File: config.mk
export PLATFORM = sky130hd
export DESIGN_NAME = wb_arbiter
export DESIGN_NICKNAME = d
export VERILOG_FILES = /design/src/rtl/riscv_pkg.sv /design/src/rtl/wb_fifo.sv /design/src/rtl/wb_arbiter.sv
export SDC_FILE = /design/constraint.sdc
export NUM_CORES = 1
export LEC_CHECK = 0
export CORE_AREA = 2 2 124 156
export CTS_BUF_LIST = sky130_fd_sc_hd__clkbuf_4
export CTS_CLUSTER_SIZE = 10
export DETAILED_ROUTE_END_ITERATION = 8
export DIE_AREA = 0 0 126 158
export HOLD_SLACK_MARGIN = 0.15
export PLACE_DENSITY = 0.71
export SLEW_MARGIN = 40
export SYNTH_ARGS = -nofsm -noshare
export SYNTH_HDL_FRONTEND = slang
export SYNTH_SLANG_ARGS = --single-unit
File: constraint.sdc
create_clock -name clk -period 2.95 [get_ports clk]
set_clock_uncertainty 0.2 [all_clocks]
set_input_delay 0.295 -clock clk [delete_from_list [all_inputs] [get_ports clk]]
set_output_delay 0.295 -clock clk [all_outputs]
set_load 0.03 [all_outputs]
File: src/rtl/riscv_pkg.sv
// Shared core package: writeback entry layout and default sizing used by the
// writeback arbiter, the register file and the hazard unit.
package riscv_pkg;

   localparam int WB_DATA_WIDTH    = 32;
   localparam int WB_ADDRESS_WIDTH = 5;
   localparam int WB_FIFO_DEPTH    = 4;
   localparam int WB_STARVE_MAX    = 3;

   // One buffered writeback result: destination register and its value.
   typedef struct packed {
      logic [WB_ADDRESS_WIDTH-1:0] rd;
      logic [WB_DATA_WIDTH-1:0]    data;
   } wb_entry_t;

endpackage

File: src/rtl/wb_fifo.sv
// In-order synchronous FIFO for auxiliary writeback results. Besides the head
// it exposes the tag field (top TAG_WIDTH bits) of every slot plus a per-slot
// valid mask, so the owner can build a bitmap of in-flight destinations.
module wb_fifo
   import riscv_pkg::*;
#(
   parameter int WIDTH     = WB_ADDRESS_WIDTH + WB_DATA_WIDTH,
   parameter int TAG_WIDTH = WB_ADDRESS_WIDTH,
   parameter int DEPTH     = WB_FIFO_DEPTH
) (
   input  logic                     clk,
   input  logic                     rst_n,
   input  logic                     push,
   input  logic                     pop,
   input  logic [WIDTH-1:0]         din,
   output logic [WIDTH-1:0]         dout,
   output logic [$clog2(DEPTH):0]   count,
   output logic [TAG_WIDTH-1:0]     entries [DEPTH],
   output logic [DEPTH-1:0]         entry_valid
);

   localparam int PW = $clog2(DEPTH);
   localparam int CW = PW + 1;

   logic [WIDTH-1:0] mem [DEPTH];
   logic [PW-1:0]    wr_ptr;
   logic [PW-1:0]    rd_ptr;

   // Pointer and occupancy bookkeeping; pointers wrap naturally (DEPTH is 2**PW).
   always_ff @(posedge clk or negedge rst_n) begin
      if (!rst_n) begin
         wr_ptr <= '0;
         rd_ptr <= '0;
         count  <= '0;
      end else begin
         if (push) wr_ptr <= wr_ptr + PW'(1);
         if (pop)  rd_ptr <= rd_ptr + PW'(1);
         count <= count + CW'(push) - CW'(pop);
      end
   end

   // Storage array; contents are qualified by count, so no reset is needed.
   always_ff @(posedge clk) begin
      if (push) mem[wr_ptr] <= din;
   end

   // Head read, tag export and slot-valid mask (slot live if its distance from rd_ptr < count).
   always_comb begin
      dout = mem[rd_ptr];
      for (int i = 0; i < DEPTH; i++) begin
         entries[i]     = mem[i][WIDTH-1 -: TAG_WIDTH];
         entry_valid[i] = {1'b0, PW'(i) - rd_ptr} < count;
      end
   end

endmodule

File: src/rtl/wb_arbiter.sv
// Writeback arbiter in front of the register file's single write port. The
// in-order pipeline normally wins; long-latency aux results wait in a small
// FIFO and are forced through after STARVE_MAX consecutive pipeline wins.
module wb_arbiter
   import riscv_pkg::*;
#(
   parameter int DATA_WIDTH    = WB_DATA_WIDTH,
   parameter int ADDRESS_WIDTH = WB_ADDRESS_WIDTH,
   parameter int FIFO_DEPTH    = WB_FIFO_DEPTH,
   parameter int STARVE_MAX    = WB_STARVE_MAX
) (
   input  logic                           clk,
   input  logic                           rst_n,
   input  logic                           pipe_valid,
   output logic                           pipe_ready,
   input  logic [ADDRESS_WIDTH-1:0]       pipe_rd,
   input  logic [DATA_WIDTH-1:0]          pipe_data,
   input  logic                           aux_valid,
   output logic                           aux_ready,
   input  logic [ADDRESS_WIDTH-1:0]       aux_rd,
   input  logic [DATA_WIDTH-1:0]          aux_data,
   output logic                           rf_we,
   output logic [ADDRESS_WIDTH-1:0]       rf_addr,
   output logic [DATA_WIDTH-1:0]          rf_wdata,
   output logic [2**ADDRESS_WIDTH-1:0]    aux_pending,
   output logic [$clog2(FIFO_DEPTH):0]    fifo_count
);

   localparam int EW = ADDRESS_WIDTH + DATA_WIDTH;
   localparam int CW = $clog2(FIFO_DEPTH) + 1;
   localparam int SW = $clog2(STARVE_MAX + 1);
   localparam logic [CW-1:0] DEPTH_C  = CW'(FIFO_DEPTH);
   localparam logic [SW-1:0] STARVE_C = SW'(STARVE_MAX);

   logic [SW-1:0]            starve_cnt;
   logic                     force_aux;
   logic                     grant_pipe;
   logic                     grant_aux;
   logic                     push;
   logic [EW-1:0]            head;
   logic [ADDRESS_WIDTH-1:0] entries [FIFO_DEPTH];
   logic [FIFO_DEPTH-1:0]    entry_valid;

   wb_fifo #(
      .WIDTH     (EW),
      .TAG_WIDTH (ADDRESS_WIDTH),
      .DEPTH     (FIFO_DEPTH)
   ) u_fifo (
      .clk         (clk),
      .rst_n       (rst_n),
      .push        (push),
      .pop         (grant_aux),
      .din         ({aux_rd, aux_data}),
      .dout        (head),
      .count       (fifo_count),
      .entries     (entries),
      .entry_valid (entry_valid)
   );

   // Handshake readiness and grants. aux_ready looks only at the count, so a
   // full FIFO refuses input even on a cycle where it also pops.
   always_comb begin
      force_aux  = (fifo_count != '0) && (starve_cnt == STARVE_C);
      pipe_ready = !force_aux;
      aux_ready  = fifo_count < DEPTH_C;
      grant_pipe = pipe_valid && pipe_ready;
      grant_aux  = (fifo_count != '0) && (!pipe_valid || force_aux);
      push       = aux_valid && aux_ready && (aux_rd != '0);
   end

   // Count consecutive pipeline wins over a waiting aux entry, saturating at STARVE_MAX.
   always_ff @(posedge clk or negedge rst_n) begin
      if (!rst_n) begin
         starve_cnt <= '0;
      end else if ((fifo_count == '0) || grant_aux) begin
         starve_cnt <= '0;
      end else if (grant_pipe && (starve_cnt != STARVE_C)) begin
         starve_cnt <= starve_cnt + SW'(1);
      end
   end

   // Registered register-file write port; address/data hold when idle.
   always_ff @(posedge clk or negedge rst_n) begin
      if (!rst_n) begin
         rf_we    <= 1'b0;
         rf_addr  <= '0;
         rf_wdata <= '0;
      end else if (grant_pipe) begin
         rf_we    <= (pipe_rd != '0);
         rf_addr  <= pipe_rd;
         rf_wdata <= pipe_data;
      end else if (grant_aux) begin
         rf_we    <= 1'b1;
         rf_addr  <= head[EW-1:DATA_WIDTH];
         rf_wdata <= head[DATA_WIDTH-1:0];
      end else begin
         rf_we    <= 1'b0;
      end
   end

   // Pending bitmap: one bit per destination held in a live FIFO slot; x0 never pends.
   always_comb begin
      aux_pending = '0;
      for (int i = 0; i < FIFO_DEPTH; i++) begin
         if (entry_valid[i]) aux_pending[entries[i]] = 1'b1;
      end
      aux_pending[0] = 1'b0;
   end

endmodule

Word-level counts from Yosys, hierarchy flattened
Memories as Yosys holds them, arrays and structs flattened.
Cells that the tools add are included.
{"block": "op_classes", "add_sub_neg": 9, "magnitude_cmp": 13, "eq_ne": 2, "mux": 22, "bitwise": 3, "reduce_logical": 20}
{"cell": "$mux W32", "count": 6}
{"cell": "$or A32 B32 Y32", "count": 3}
{"cell": "$lt A5 B6 Y1 const B", "count": 4}
{"cell": "$demux W1 S5", "count": 4}
{"cell": "$ge A5 B1 Y1 const B", "count": 4}
{"cell": "$lt A2 B3 Y1", "count": 4}
{"cell": "$logic_and A1 B1 Y1", "count": 10}
{"cell": "$mux W5", "count": 2}
{"cell": "$reduce_bool A5 Y1", "count": 2}
{"cell": "$mux W1", "count": 8}
{"cell": "$add A2 B1 Y2 const B", "count": 3}
{"cell": "$mux W2", "count": 2}
{"cell": "$reduce_bool A2 Y1", "count": 2}
{"cell": "$sub A1 B2 Y2 const A", "count": 2}
{"cell": "$sub A2 B2 Y2 const A", "count": 2}
{"cell": "$add A3 B1 Y3", "count": 1}
{"cell": "$logic_not A3 Y1", "count": 1}
{"cell": "$lt A3 B3 Y1 const B", "count": 1}
{"cell": "$reduce_bool A3 Y1", "count": 1}
{"cell": "$sub A3 B1 Y3", "count": 1}
{"cell": "$eq A2 B2 Y1 const B", "count": 1}
{"cell": "$logic_not A1 Y1", "count": 2}
{"cell": "$logic_or A1 B1 Y1", "count": 2}
{"cell": "$ne A2 B2 Y1 const B", "count": 1}
{"block": "totals", "register_bits": 47, "mem_bits_rw": 148, "input_bits": 78, "output_inout_bits": 75, "word_cells": 77, "mem_count": 1}
{"memory": "u_fifo.mem", "words": 4, "width": 37, "read_ports": 5, "rd_clocked_by_memory_dff": 0, "wr": 1, "line_no": "wb_fifo.sv:25", "text": "logic [WIDTH-1:0] mem [DEPTH];"}

Depth between registers and ports, before layout
An unclocked memory read counts as a cell.
{"block": "logic_depth", "ltp_word": 12, "depth_mapped": 12, "ltp_nobuf": 11}

Modules after synthesis
From an unflattened synthesis, not the netlist that was laid out.
{"block": "unflattened", "hier_cells": 550, "hier_area_um2": 8898.5}
{"module": "wb_fifo", "n_inst": 1, "cells_per_inst": 263, "area_each_um2": 6034.5, "seq_area_each_um2": 4619.4}
{"module": "wb_arbiter", "n_inst": 1, "cells_per_inst": 287, "area_each_um2": 2864.0, "seq_area_each_um2": 1001.0}

Worst setup path after synthesis
OpenSTA, ideal clock, no wires.
{"block": "synth_timing", "path_type": "flip-flop to output port", "start": "register u_fifo.count[1]", "end": "output port aux_pending[21]", "arrival_time_ns": 2.474, "t_required_ns": 2.455, "setup_slack_ns": -0.019, "path_stages_with_launch": 7, "n_path_buf": 0, "cell_sequence": "dfrtp_1 -> inv_1 -> ha_1 -> a21oi_1 -> o21ai_1 -> nand4_1 -> o311ai_1"}
{"block": "synth_between", "elab_chain_cells": 8, "word_cells_on_any_way": 11, "classes_between": "order compare (4); mux (4); bitwise (3)"}
{"item": "from (decl)", "line_no": "wb_fifo.sv:17", "text": "output logic [$clog2(DEPTH):0] count,"}
{"item": "from (signal assigned)", "line_no": "wb_fifo.sv:38", "text": "count <= count + CW'(push) - CW'(pop);"}
{"item": "$lt A2 B3 Y1", "line_no": "wb_fifo.sv:52", "text": "entry_valid[i] = {1'b0, PW'(i) - rd_ptr} < count;"}
{"item": "$mux W32", "line_no": "wb_arbiter.sv:105", "text": "if (entry_valid[i]) aux_pending[entries[i]] = 1'b1;"}
{"item": "$or A32 B32 Y32 (no source line)"}
{"item": "$mux W32", "line_no": "wb_arbiter.sv:105"}
{"item": "$or A32 B32 Y32 (no source line)"}
{"item": "$mux W32", "line_no": "wb_arbiter.sv:105"}
{"item": "$or A32 B32 Y32 (no source line)"}
{"item": "$mux W32 (*)", "line_no": "wb_arbiter.sv:105"}
{"item": "to (decl)", "line_no": "wb_arbiter.sv:25", "text": "output logic [2**ADDRESS_WIDTH-1:0] aux_pending,"}
Every way passes the cells marked *; elsewhere a longest branch is shown, timed or not.

Worst setup path in the final report
{"block": "layout_timing", "start": "register u_fifo.rd_ptr[0]", "end": "output port aux_pending[23]"}
{"block": "layout_between", "elab_chain_cells": 9, "word_cells_on_any_way": 15, "classes_between": "add/sub (4); order compare (4); mux (4); bitwise (3)"}
{"item": "from (decl)", "line_no": "wb_fifo.sv:27", "text": "logic [PW-1:0] rd_ptr;"}
{"item": "from (signal assigned)", "line_no": "wb_fifo.sv:37", "text": "if (pop) rd_ptr <= rd_ptr + PW'(1);"}
{"item": "$sub A1 B2 Y2", "line_no": "wb_fifo.sv:52"}
{"item": "$lt A2 B3 Y1", "line_no": "wb_fifo.sv:52"}
{"item": "$mux W32", "line_no": "wb_arbiter.sv:105"}
{"item": "$or A32 B32 Y32 (no source line)"}
{"item": "$mux W32", "line_no": "wb_arbiter.sv:105"}
{"item": "$or A32 B32 Y32 (no source line)"}
{"item": "$mux W32", "line_no": "wb_arbiter.sv:105"}
{"item": "$or A32 B32 Y32 (no source line)"}
{"item": "$mux W32 (*)", "line_no": "wb_arbiter.sv:105"}
Marks and branches as above.

==> results.cfg <==
[synthesis]
postSynthRegisterBits = 195
async_flop_share_pct = 24.1
post_synth_xor_area_fraction_pct = 0.577
main_combinational_cell_family_by_area_after_synthesis = compound AO/OA/AOI/OAI gates
yosysWarningCount = 0
syn-cell-area_um2 = 9100
synth_simple_gate_area_share_pct = 10.4
syn-instance-count = 629
synth_compound_gate_area_share_pct = 12.6
synth.area.mux_share_pct = 9.15
yosysSeqAreaShare_pct = 61.7
adder_and_majority_gate_portion_of_the_synthesized_area_pct = 1.73
ys_dominant_reg_cell = edfxtp_1
number_of_flops_mapped_to_enable_cells_by_yosys = 148
syn_area_per_cell_um2 = 14.5
synth.net_count = 719
synth.distinct_cells = 51

[die]
floorplan.die.width_um = 126
placeable_area_um2 = 18500
rows = 56
floorplan.die.height_um = 158
die_area_um2 = 19900
start_util_pct = 49.2
boundaryPins = 153

[sta]
finalHoldViolCount = 0
timing.slew.headroom_pct = 38.2
setup-tns-final_ns = -5.59
worstMarginPinSlew_ns = 0.925
final.period_utilization_pct = 109
final_max_tran_viols = 0
highest_clock_rate_mhz = 312
finalWorstSetupSlack_ns = -0.252
final-setup-viol-count = 31
rsz_0062_raised_after_global_routing = yes
fin_crit_ns = 3.20

[setup_path]
critical_path_peak_fanout = 8
path_cells = xnor2_4, inv_2, ha_4, and2b_4, a2111oi_4, buf_6, a22oi_2, o211ai_1, buf_4
critical_path.max_stage_delay_ns = 0.53
ws_path_type = reg2out
cpLargestDelayFamily = compound AO/OA/AOI/OAI gates
worstSetupEndpointType = output pin
timing.critical_path.from_type = flop
critical_path_required_ns = 2.46
timing.critical_path.slowest_stage_cell = dfrtp_4
critical_path_buf_inv_count = 3
timing.critical_path.arrival_ns = 2.71

[cts]
cts_made_buffers = 17
tritoncts = built
worst_skew_pair.late_latency_ns = 0.57
clock_path_buffers = 2
worst_setup_hold_path_clk_slew_ns = 0.14
htree_num_levels = 4
clock_tree.root_cell = clkbuf_4
cts.sinks = 195

[pwr]
p_leak_nw = 4.41
total_power_mw = 10.9
power_density_nw_per_um2 = 891
vdd_drop_max_mv = 0.703

[detailed_routing]
ant_nets = 0
drt-total-wl_um = 26800
vias = 6883
avgViaCountPerCell = 6.19
routedWlPerCell_um = 24.1
detail_route.first_pass.iterations = 5
drc_errors = 0
detail_route.iter0.violations = 559

[worst_hold_path]
min-delay-path-class = in2reg

[place]
hpwl_um = 17600
placement.cell_area_um2 = 10900
port_buffers = 151
gpl.final_weighted_congestion = 0.915

[grt]
grt_first_pass_wirelength_um = 40100
first_global_vias = 7135
grt_max_degree = 40
grt_use_total_pct = 26.7
antenna_found_initial = 1
grt_overflow_total = 0

[final_layout]
areaGrowthSynthToFinish_pct = 35.0
fillCellCount = 1366
final_common_cell = edfxtp_1
finish.instance_area_um2 = 12300
fin_nets = 956
area_used_by_multi_input_combinational_logic_um2 = 3370
final_cell_mix = edfxtp_1 (148), clkdlybuf4s50_1 (118), dlygate4sd3_1 (70)
final_layout_size_suffix_gt1_share_pct = 23.4
seq_area_um2 = 5630

[outcome]
run_status = finished, violations left
violations = setup timing

[run]
cap_viol_max_count = 0
## worst paths after layout
check	depth (start not counted)	endpoint	start	slack (ns)
min	1	u_fifo.mem[2][36]$_DFFE_PP_	aux_rd[4]	0.20
max in group asynchronous	4	rf_wdata[2]$_DFFE_PN0P_	rst_n	1.52
max	9	aux_pending[23]	u_fifo.rd_ptr[0]$_DFFE_PN0P_	-0.25
min reg2reg	1	starve_cnt[0]$_DFFE_PN0P_	starve_cnt[0]$_DFFE_PN0P_	0.25
max reg2reg	11	u_fifo.count[2]$_DFF_PN0_	u_fifo.count[1]$_DFF_PN0_	0.26
min in group asynchronous	3	u_fifo.count[1]$_DFF_PN0_	rst_n	0.49
## logic make-up after synthesis
kind of cell / after synthesis
other cells: 1
buf+inv: 65
mux: 37
xor+xnor: 6
flops: 195
simple gates: 175
compound gates: 138
fa+ha+maj: 12
## per-layer routing
metal,track usage (%),up-vias,share of wire [%]
met2,47.7,362,54
met3,4.43,93,5.9
met4,13.7,0,4.3
met5,0,-,0
met1,31.1,3456,36
li1,-,2972,-
## area by class of cell
type                       instances  area share (%)
clock inverter                    14            1.05
antenna                            1          0.0204
inverter                          16           0.509
tap                              232            2.36
clock buffer                      18            1.10
sequential                       195            45.8
timing repair buffer             267            21.8
multi-input combinational        369            27.4
## synth_stat cells, types with 2 or more instances
master	instances	area, µm²
and3b_1	4	35.0
nand4_1	17	106
buf_2	9	45.0
buf_4	7	52.6
a2111oi_4	7	193
nand2_1	46	173
buf_1	7	26.3
nor4_1	2	12.5
buf_6	8	90.1
mux4_2	37	833
and2_1	7	43.8
a32oi_1	20	175
nand3_1	27	135
and2b_1	2	15.0
and3_1	4	25.0
o211ai_1	3	22.5
nor2b_4	2	27.5
a22oi_1	39	293
clkbuf_1	18	67.6
o21ai_1	7	35.0
edfxtp_1	148	4440
xnor2_1	5	43.8
o32ai_1	20	175
or3_1	2	12.5
a21oi_1	21	105
ha_1	11	138
nor3_1	5	25.0
o21ai_0	15	75.1
nor3b_1	10	75.1
nor2b_1	6	37.5
inv_1	16	60.1
nor2_1	30	113
dfrtp_1	47	1180
nor4b_1	3	26.3
## state kept, by name, indices dropped and copies added (netlist names)
name	flops
rf_addr	5
u_fifo.mem	148
starve_cnt	2
u_fifo.rd_ptr	2
rf_wdata	32
rf_we	1
u_fifo.wr_ptr	2
u_fifo.count	3
## worst register-to-register path, cell delays in order, from the launching register on
cell     delay [ns]
dfrtp_1        0.44
buf_4          0.19
o31ai_4        0.28
and2_1         0.19
nor2_1         0.08
ha_1           0.29
inv_1          0.06
ha_1           0.13
inv_1          0.05
fa_1           0.38
xnor2_1        0.21
xnor2_1        0.14
## power breakdown
part / switching [mW] / internal, mW
clock: 0.890 / 0.444
sequential: 0.338 / 3.55
combinational: 3.23 / 2.49
## stage by stage
stage	hold WS (ns)	utilization [%]	setup slack, ns	instances
after global routing	0.161	66.4	-0.368	1112
after CTS	0.162	65.2	-0.298	1105
after global placement	0.186	58.7	0.297	1001
after floorplan	-0.201	-	0.0790	629
final	0.195	66.4	-0.252	1112
after detailed placement	0.222	58.7	0.232	1001
## what timing repair did
| action | in CTS | in global routing |
|---|---|---|
| setup buffers | 1 | 3 |
| pin swaps | 34 | 27 |
| cloned | 0 | 3 |
| endpoints found under the setup margin | 32 | 31 |
| hold endpoints to repair | 191 | 0 |
| hold buffers | 71 | 0 |
| resized for setup | 48 | 26 |
Note: power is estimated with default switching activity, not from simulation.
